## src/rtl/fpu_adder_pkg.sv

```systemverilog
// Shared types and helpers for the pipelined ripple-carry adder in the FPU datapath.
// Holds the segment-count function, the full-adder cell and the per-stage control payload.
package fpu_adder_pkg;

  typedef struct packed {
    logic valid;
    logic carry;
  } stage_ctrl_t;

  function automatic int num_seg(input int data_width, input int seg_width);
    return (seg_width > 0) ? data_width / seg_width : 0;
  endfunction

  // Full-adder cell, returns {carry_out, sum_bit}.
  function automatic logic [1:0] fa(input logic a, input logic b, input logic ci);
    return {(a & b) | (ci & (a ^ b)), a ^ b ^ ci};
  endfunction

endpackage

```

## src/rtl/rpa_segment.sv

```systemverilog
// Combinational SEG_WIDTH-bit ripple chain of full-adder cells.
// Also exposes the carry into the segment MSB so the top stage can derive signed overflow.
module rpa_segment
  import fpu_adder_pkg::*;
#(
  parameter int SEG_WIDTH = 8
) (
  input  logic [SEG_WIDTH-1:0] a_in,
  input  logic [SEG_WIDTH-1:0] b_in,
  input  logic                 c_in,
  output logic [SEG_WIDTH-1:0] sum,
  output logic                 c_out,
  output logic                 c_msb_in
);

  logic [SEG_WIDTH:0] carry;

  // NOTE: every variable written here gets a full default first, so no path leaves it unassigned and no latch is inferred.
  always_comb begin
    carry    = '0;
    sum      = '0;
    carry[0] = c_in;
    for (int i = 0; i < SEG_WIDTH; i++) begin
      {carry[i+1], sum[i]} = fa(a_in[i], b_in[i], carry[i]);
    end
  end

  assign c_out    = carry[SEG_WIDTH];
  assign c_msb_in = carry[SEG_WIDTH-1];

endmodule

```

## src/rtl/rpa_pipe_adder.sv

```systemverilog
// Pipelined ripple-carry adder/subtractor: one SEG_WIDTH segment rippled per stage,
// valid/ready flow control with a global stall enable, registered sum and flags.
module rpa_pipe_adder
  import fpu_adder_pkg::*;
#(
  parameter int DATA_WIDTH = 32,
  parameter int SEG_WIDTH  = 8
) (
  input  logic                  clk,
  input  logic                  rst_n,
  input  logic                  valid_in,
  output logic                  ready_out,
  input  logic [DATA_WIDTH-1:0] a_in,
  input  logic [DATA_WIDTH-1:0] b_in,
  input  logic                  c_in,
  input  logic                  sub_in,
  output logic                  valid_out,
  input  logic                  ready_in,
  output logic [DATA_WIDTH-1:0] sum,
  output logic                  c_out,
  output logic                  ovf_out,
  output logic                  zero_out
);

  localparam int NUM_SEG = num_seg(DATA_WIDTH, SEG_WIDTH);

  if ((SEG_WIDTH < 1) || (NUM_SEG < 1) || (NUM_SEG * SEG_WIDTH != DATA_WIDTH)) begin : g_bad_params
    $error("rpa_pipe_adder: DATA_WIDTH (%0d) must be a positive multiple of SEG_WIDTH (%0d)",
           DATA_WIDTH, SEG_WIDTH);
  end

  // Operands travel whole: lower segments of a/b are dead once rippled, s fills in bottom-up.
  typedef struct packed {
    logic [DATA_WIDTH-1:0] a;
    logic [DATA_WIDTH-1:0] b;
    logic [DATA_WIDTH-1:0] s;
    stage_ctrl_t           ctrl;
  } stage_t;

  logic en;

  // The whole pipeline freezes while a finished result is waiting downstream.
  assign en        = ready_in || !valid_out;
  assign ready_out = en;

  for (genvar k = 0; k < NUM_SEG; k++) begin : g_stage
    stage_t                d;
    logic [SEG_WIDTH-1:0]  seg_sum;
    logic                  seg_c;
    logic                  seg_cm;
    logic [DATA_WIDTH-1:0] s_nx;

    if (k == 0) begin : g_head
      assign d = '{a: a_in, b: (sub_in ? ~b_in : b_in), s: '0,
                   ctrl: '{valid: valid_in, carry: c_in}};
    end else begin : g_body
      assign d = g_stage[k-1].g_reg.q;
    end

    rpa_segment #(.SEG_WIDTH(SEG_WIDTH)) u_seg (
      .a_in     (d.a[k*SEG_WIDTH +: SEG_WIDTH]),
      .b_in     (d.b[k*SEG_WIDTH +: SEG_WIDTH]),
      .c_in     (d.ctrl.carry),
      .sum      (seg_sum),
      .c_out    (seg_c),
      .c_msb_in (seg_cm)
    );

    always_comb begin
      s_nx                             = d.s;
      s_nx[k*SEG_WIDTH +: SEG_WIDTH]   = seg_sum;
    end

    if (k < NUM_SEG - 1) begin : g_reg
      stage_t q;

      // NOTE: sequential state uses non-blocking assignments so every stage samples pre-edge values.
      always_ff @(posedge clk or negedge rst_n) begin
        if (!rst_n) begin
          q <= '0;
        end else if (en) begin
          q.ctrl.valid <= d.ctrl.valid;
          if (d.ctrl.valid) begin
            q.a          <= d.a;
            q.b          <= d.b;
            q.s          <= s_nx;
            q.ctrl.carry <= seg_c;
          end
        end
      end
    end else begin : g_out
      logic unused_bits;

      assign unused_bits = ^{d.a, d.b, d.s};

      // Flags load only with a real beat, so they never drift behind a bubble.
      always_ff @(posedge clk or negedge rst_n) begin
        if (!rst_n) begin
          valid_out <= 1'b0;
          sum       <= '0;
          c_out     <= 1'b0;
          ovf_out   <= 1'b0;
          zero_out  <= 1'b0;
        end else if (en) begin
          valid_out <= d.ctrl.valid;
          if (d.ctrl.valid) begin
            sum      <= s_nx;
            c_out    <= seg_c;
            ovf_out  <= seg_cm ^ seg_c;
            zero_out <= (s_nx == '0);
          end
        end
      end
    end
  end

endmodule
```

## config.mk

```make
export PLATFORM = sky130hd
export DESIGN_NAME = rpa_pipe_adder
export DESIGN_NICKNAME = d
export VERILOG_FILES = /design/src/rtl/fpu_adder_pkg.sv /design/src/rtl/rpa_segment.sv /design/src/rtl/rpa_pipe_adder.sv
export SDC_FILE = /design/constraint.sdc
export NUM_CORES = 1
export LEC_CHECK = 0
export ABC_CLOCK_PERIOD_IN_PS = 5000
export BUFFER_PORTS_ARGS = -buffer_cell sky130_fd_sc_hd__buf_2
export CAP_MARGIN = 15
export CORE_UTILIZATION = 40
export CTS_BUF_LIST = sky130_fd_sc_hd__clkbuf_4
export DETAILED_ROUTE_END_ITERATION = 6
export GPL_TIMING_DRIVEN = 0
export HOLD_SLACK_MARGIN = 0.05
export PLACE_DENSITY_LB_ADDON = 0.05
export SYNTH_ARGS = -nofsm -noshare
export SYNTH_HDL_FRONTEND = slang
export SYNTH_HIERARCHICAL = 1
export SYNTH_SLANG_ARGS = --single-unit
```

## constraint.sdc

```tcl
create_clock -name clk -period 5 [get_ports clk]
set_input_delay 0.5 -clock clk [delete_from_list [all_inputs] [get_ports clk]]
set_output_delay 0.5 -clock clk [all_outputs]
set_load 0.1 [all_outputs]
```

==> results.json, run 1 <==
{
  "die_w_um": 144,
  "grt_pass1_vias": 4797,
  "synth.distinct_cells": 20,
  "hold_violations": 0,
  "cap_violations": 0,
  "cp.arrival_ns": 4.90,
  "syn-cell-area_um2": 8080,
  "fin_crit_ns": 4.44,
  "start_util": 0.411,
  "timing.hold.ws_ns": 0.152,
  "dieArea_um2": 20800,
  "grt_setup_unrepaired": "false",
  "grt_max_degree": 104,
  "postSynthCellCount": 548,
  "dr.pass1.iters": 4,
  "setup.worst_path.class": "flip-flop to flip-flop",
  "grt_pass1_wl_mm": 25.9,
  "final-max-slew-violation-count": 0,
  "tns_ns": 0,
  "max_slew_margin": 0.578,
  "numCtsBuffers": 17,
  "fin_crit_sh": 0.887,
  "clock_sinks": 186,
  "antenna_found_initial": 1,
  "num_io_pins": 107,
  "overflow": 0,
  "cts_tree": "done",
  "rows": 51,
  "synth_seq_cells": 186,
  "via_count": 4538,
  "grtUsageTotal": 0.171,
  "ir_drop_uv": 291,
  "fin_nets": 775,
  "yosysSeqAreaShare": 0.576,
  "powerDensity_nw_per_um2": 726,
  "die_y_um": 144,
  "synth_fp_nets": 650,
  "cp_data_required_time_ns": 5.47,
  "cp-start-kind": "flip-flop",
  "clockBufferDepth": 2,
  "placedCellCount": 918,
  "worst_pin_slew_ns": 0.633,
  "ctsRootBufferMaster": "clkbuf_4",
  "synth_area_leader_cell": "dfrtp_1",
  "drc": 0,
  "io_buffers": 104,
  "wl_per_cell_um": 17.0,
  "endpoint_kind": "flip-flop",
  "setup_viol": 0,
  "yosys.area.top_type_share": 0.576,
  "leakage_nw": 4.15,
  "cp_max_fo": 2,
  "vias_per_cell": 4.77,
  "power_mw": 6.76,
  "coreArea_um2": 19700,
  "clk_latency_ns": 0.56,
  "hp-class": "input port to flip-flop",
  "dp_hpwl_mm": 11.7,
  "worst_r2r_path_depth": 15,
  "holdPathStages": 2,
  "drive_gt1_frac": 0.465,
  "skew_ns": 0.0124,
  "htreeDepth": 4,
  "gp_congestion": 0.740,
  "cts-resized-gates": 0,
  "fin_cells": 952,
  "drtAntennaViolNets": 0,
  "drt_iter0_markers": 109,
  "synth_area_leaders": "dfrtp_1, mux2_2, fa_1",
  "synth_area_per_cell_um2": 14.7,
  "clkTransAtPathRegs_ns": 0.14,
  "area_delta_synth_final_pct": 15.4,
  "fmaxAchievable_ghz": 0.225,
  "yosysWarnings": 6,
  "status": "finished clean",
  "wl_mm": 16.2,
  "post_cts_buffers": 0
}
[power breakdown]
group | total [mW] | internal [mW] | leakage (nW) | switching (mW)
Clock | 0.943 | 0.446 | 0.171 | 0.497
Sequential | 2.63 | 2.20 | 2.15 | 0.430
Combinational | 3.19 | 1.19 | 1.83 | 1.99
Total | 6.76 | 3.84 | 4.15 | 2.92
[layout by cell type (no fill, tap or decap)]
cell / count
fa_1: 32
clkinv_4: 1
o31ai_1: 1
dfrtp_1: 186
buf_16: 1
xor2_1: 9
and2_4: 1
clkbuf_1: 6
mux2_2: 154
nand2_2: 1
buf_6: 5
o21ai_0: 2
buf_8: 1
a21oi_1: 48
clkinvlp_4: 3
clkbuf_4: 18
diode_2: 1
nor4_1: 8
bufinv_16: 5
clkinv_1: 3
dlygate4sd3_1: 1
xnor2_1: 24
clkinv_2: 2
nand4_1: 2
mux2_4: 4
nand2_1: 3
nand2b_4: 1
buf_2: 121
inv_1: 42
a21bo_2: 1
[final timing paths]
path / slack (ns) / start / to
hold reg to reg: 0.51 / g_stage[1].g_reg.q[97]$_DFFE_PN0P_ / g_stage[2].g_reg.q[97]$_DFFE_PN0P_
setup / recovery: 0.56 / g_stage[2].g_reg.q[90]$_DFFE_PN0P_ / zero_out$_DFFE_PN0P_
min in group asynchronous: 0.51 / rst_n / g_stage[0].g_reg.q[96]$_DFFE_PN0P_
setup reg to reg: 0.56 / g_stage[2].g_reg.q[90]$_DFFE_PN0P_ / zero_out$_DFFE_PN0P_
max in group asynchronous: 3.55 / rst_n / g_stage[0].g_reg.q[47]$_DFFE_PN0P_
hold / removal: 0.15 / a_in[30] / g_stage[0].g_reg.q[96]$_DFFE_PN0P_
[layer usage]
metal | vias to the layer above | GRT usage | wire, um
met1 | 2335 | 0.230 | 7490
met4 | 0 | 0.0532 | 238
met2 | 86 | 0.274 | 7910
li1 | 2101 | - | -
met5 | - | 0 | 0
met3 | 16 | 0.0377 | 551
[repair_timing]
action                                  4_1_cts  5_1_grt
endpoints found under the hold margin        83        0
endpoints found under the setup margin        0        0
hold buffers                                  1        0
[worst max-delay path, cell delays in order, from the launching register on]
cell and delay, ns:
dfrtp_1 0.40, inv_1 0.08, fa_1 0.16, inv_1 0.05, fa_1 0.38, fa_1 0.40
fa_1 0.39, fa_1 0.39, fa_1 0.36, inv_1 0.08, fa_1 0.16, inv_1 0.07
fa_1 0.47, nor4_1 0.49, nand4_1 0.18, o31ai_1 0.26
[flip-flops by register name, summed over array words and instances (netlist names)]
name,count
sum,32
ovf_out,1
c_out,1
g_stage.g_reg.q,150
zero_out,1
valid_out,1
[synth_stat cells (all sizes together)]
library cell  instances
a21bo                 1
a21oi                48
and2                  1
buf                  23
clkbuf                6
dfrtp               186
fa                   32
inv                  42
mux2                158
nand2                 4
nand2b                1
nand4                 2
nor4                  8
o21ai                 2
o31ai                 1
xnor2                24
xor2                  9
[cell families after synthesis]
group           share of synthesized area
flops                               0.576
compound gates                     0.0332
xor+xnor                           0.0358
simple gates                       0.0127
buf+inv                            0.0404
mux                                 0.222
fa+ha+maj                          0.0793
[final cells by class]
cell class / instances / area [um2]
repair buffers: 106 / 568
diodes: 1 / 2.50
inverters: 42 / 158
clock inverters: 14 / 203
well taps: 265 / 332
clock buffers: 18 / 135
plain buffers: 29 / 169
fillers: 1874 / 10300
multi-input cells: 291 / 3090
flip-flops and latches: 186 / 4650
[metrics by stage]
| step | setup slack [ns] | util | cell area, um2 |
|---|---|---|---|
| 2_1_floorplan | 0.780 | - | 8080 |
| 3_3_place_gp | 0.427 | 0.454 | 8930 |
| 3_5_place_dp | 0.415 | 0.456 | 8960 |
| 4_1_cts | 0.575 | 0.474 | 9310 |
| 5_1_grt | 0.339 | 0.474 | 9320 |
| 6_report | 0.565 | 0.474 | 9320 |
No activity file was read; power rests on OpenSTA's default activity.
==> run 2: changes to the inputs <==
==> constraint.sdc (replaced) <==
create_clock -name clk -period 5 [get_ports clk]
set_input_delay 1.5 -clock clk [delete_from_list [all_inputs] [get_ports clk]]
set_output_delay 1.5 -clock clk [all_outputs]
set_load 0.1 [all_outputs]
==> run 2 against run 1 <==
  * Clock skew up 0.0014 ns
  * Flip-flop and latch count unchanged
  * Highest routed layer unchanged
  * Sequential share of layout area is essentially flat
  * Final area barely moved
  * Largest cell class unchanged
  * Total power about the same
  * Non-clock buffer count down 1
  * Final cell count is 0.11% lower
  * Global-route usage decreased by 0.079 points
  * Worst setup slack worse by 0.13 ns
  * Hold slack gained 0.36 ns
  * Combinational power is essentially flat
  * Die area unchanged
==> results.json, run 2 (synthesis gave the netlist of run 1 again) <==
{
  "placedCellCount": 918,
  "status": "finished clean",
  "skew_ns": 0.0138,
  "worst_pin_slew_ns": 0.654,
  "final_cell_mix": "dfrtp_1, mux2_2, buf_2",
  "leakage_nw": 4.15,
  "coreArea_um2": 19700,
  "wl_mm": 16.0,
  "antenna_found_initial": 1,
  "wl_met3_um": 598,
  "layout_setup_ws_ns": 0.435,
  "wl_per_cell_um": 16.9,
  "dieArea_um2": 20800,
  "clk_latency_ns": 0.56,
  "ir_drop_uv": 240,
  "cp_data_required_time_ns": 5.47,
  "hold_buffers": 0,
  "cts_tree": "done",
  "slowest_delay_ns": 0.42,
  "setup.worst_path.class": "input port to flip-flop",
  "grtUsageTotal": 0.170,
  "drtAntennaViolNets": 0,
  "post_cts_buffers": 0,
  "htreeDepth": 4,
  "drive_gt1_frac": 0.475,
  "drt-met1-wl_mm": 7.39,
  "cts-resized-gates": 0,
  "fin_util": 0.474,
  "power_switching_mw": 2.92,
  "fin_nets": 774,
  "vias_per_cell": 4.73,
  "via_count": 4497,
  "grt_pass1_vias": 4718,
  "hold_violations": 0,
  "dp_hpwl_mm": 11.6,
  "numCtsBuffers": 17,
  "rows": 51,
  "slowest_stage": "fa_1",
  "drt_iter0_markers": 147,
  "ctsRootBufferMaster": "clkbuf_4",
  "die_y_um": 144,
  "hp-class": "flip-flop to flip-flop",
  "powerDensity_nw_per_um2": 725,
  "final_common_cell": "dfrtp_1",
  "die_w_um": 144,
  "final-max-slew-violation-count": 0,
  "cp.arrival_ns": 5.03,
  "io_buffers": 104,
  "clkTransAtPathRegs_ns": 0.14,
  "num_io_pins": 107,
  "p_sw_frac": 0.432,
  "cp_max_fo": 10,
  "fin_cells": 951,
  "detailedPlace.worstSlack_ns": -0.208,
  "largest_reg_flops": 150,
  "area_delta_synth_final_pct": 15.4,
  "start_util": 0.411,
  "cp_common_cell": "fa_1",
  "clock_sinks": 186,
  "wl_met2_mm": 7.85,
  "dr.pass1.iters": 4,
  "combPwrFrac": 0.472,
  "cap_violations": 0,
  "power_frac_clock": 0.140,
  "grt_setup_unrepaired": "false",
  "crit_chain": "clkbuf_2, buf_6, xor2_1, inv_1, fa_1, inv_1, fa_1, fa_2, fa_2, fa_2, fa_1, inv_1, fa_1, inv_1, fa_1, mux2_2",
  "drc": 0,
  "overflow": 0,
  "largest_register": "g_stage.g_reg.q",
  "gp_congestion": 0.737,
  "seqPwrFrac": 0.388,
  "fin_crit_ns": 4.57,
  "power.internal_mw": 3.84,
  "tns_ns": 0,
  "clockBufferDepth": 2,
  "top_regs": "g_stage.g_reg.q: 150 flops, sum: 32 flops",
  "setup_viol": 0,
  "endpoint_kind": "flip-flop",
  "fin_crit_sh": 0.913,
  "grt_pass1_wl_mm": 25.8,
  "cp-start-kind": "input port",
  "max_slew_margin": 0.564,
  "timing.hold.ws_ns": 0.514,
  "fmaxAchievable_ghz": 0.219,
  "highest_layer": "met4",
  "grt_max_degree": 103
}
-- run 2: cell types whose count changed in the layout (fill, tap and decap cells not counted), sizes merged --
cell	previous run	this run
clkinv	6	5
diode	1	2
dlygate4sd3	1	0
-- run 2: per-stage QoR --
step                instance area (um2)  power [mW]
floorplan                          8090        5.16
global placement                   8940        5.84
global route                       9320        7.25
CTS                                9320        6.87
detailed placement                 8980        5.92
finish                             9320        6.76
-- run 2: layer usage --
metal / up-vias / GRT usage
met1: 2292 / 0.224
met2: 86 / 0.277
li1: 2103 / -
met5: - / 0
met4: 0 / 0.0521
met3: 16 / 0.0397
-- run 2: path summary, 6_finish.rpt --
path | from | slack (ns) | endpoint | cells past startpoint
setup / recovery | sub_in | 0.43 | g_stage[0].g_reg.q[9]$_DFFE_PN0P_ | 16
hold / removal | g_stage[0].g_reg.q[94]$_DFFE_PN0P_ | 0.51 | g_stage[1].g_reg.q[94]$_DFFE_PN0P_ | 1
setup reg to reg | g_stage[2].g_reg.q[90]$_DFFE_PN0P_ | 0.61 | zero_out$_DFFE_PN0P_ | 15
hold reg to reg | g_stage[0].g_reg.q[94]$_DFFE_PN0P_ | 0.51 | g_stage[1].g_reg.q[94]$_DFFE_PN0P_ | 1
max in group asynchronous | rst_n | 3.16 | g_stage[1].g_reg.q[16]$_DFFE_PN0P_ | 2
min in group asynchronous | rst_n | 0.89 | g_stage[0].g_reg.q[91]$_DFFE_PN0P_ | 1
-- run 2: layout make-up --
| type | count | area, um2 |
|---|---|---|
| multi-input combinational | 291 | 3100 |
| inverter | 42 | 158 |
| sequential | 186 | 4650 |
| timing repair buffer | 105 | 558 |
| clock buffer | 18 | 135 |
| buffer | 29 | 176 |
| clock inverter | 13 | 201 |
| antenna | 2 | 5.00 |
| tap | 265 | 332 |
| fill | 1841 | 10300 |
-- run 2: worst max-delay path, delay by kind of cell --
kind,cells,cell delay (ns)
buffers and inverters,6,0.56
xor gates and xnor gates,1,0.16
adders and majority gates,8,2.55
muxes,1,0.26
-- run 2: power by group through the flow --
| stage | combinational [mW] | sequential, mW | clock (mW) |
|---|---|---|---|
| 3_3_place_gp | 3.19 | 2.65 | 0 |
| 2_1_floorplan | 1.56 | 3.59 | 0 |
| 5_1_grt | 3.48 | 2.72 | 1.05 |
| 6_report | 3.19 | 2.62 | 0.943 |
| 4_1_cts | 3.25 | 2.64 | 0.985 |
| 3_5_place_dp | 3.25 | 2.68 | 0 |
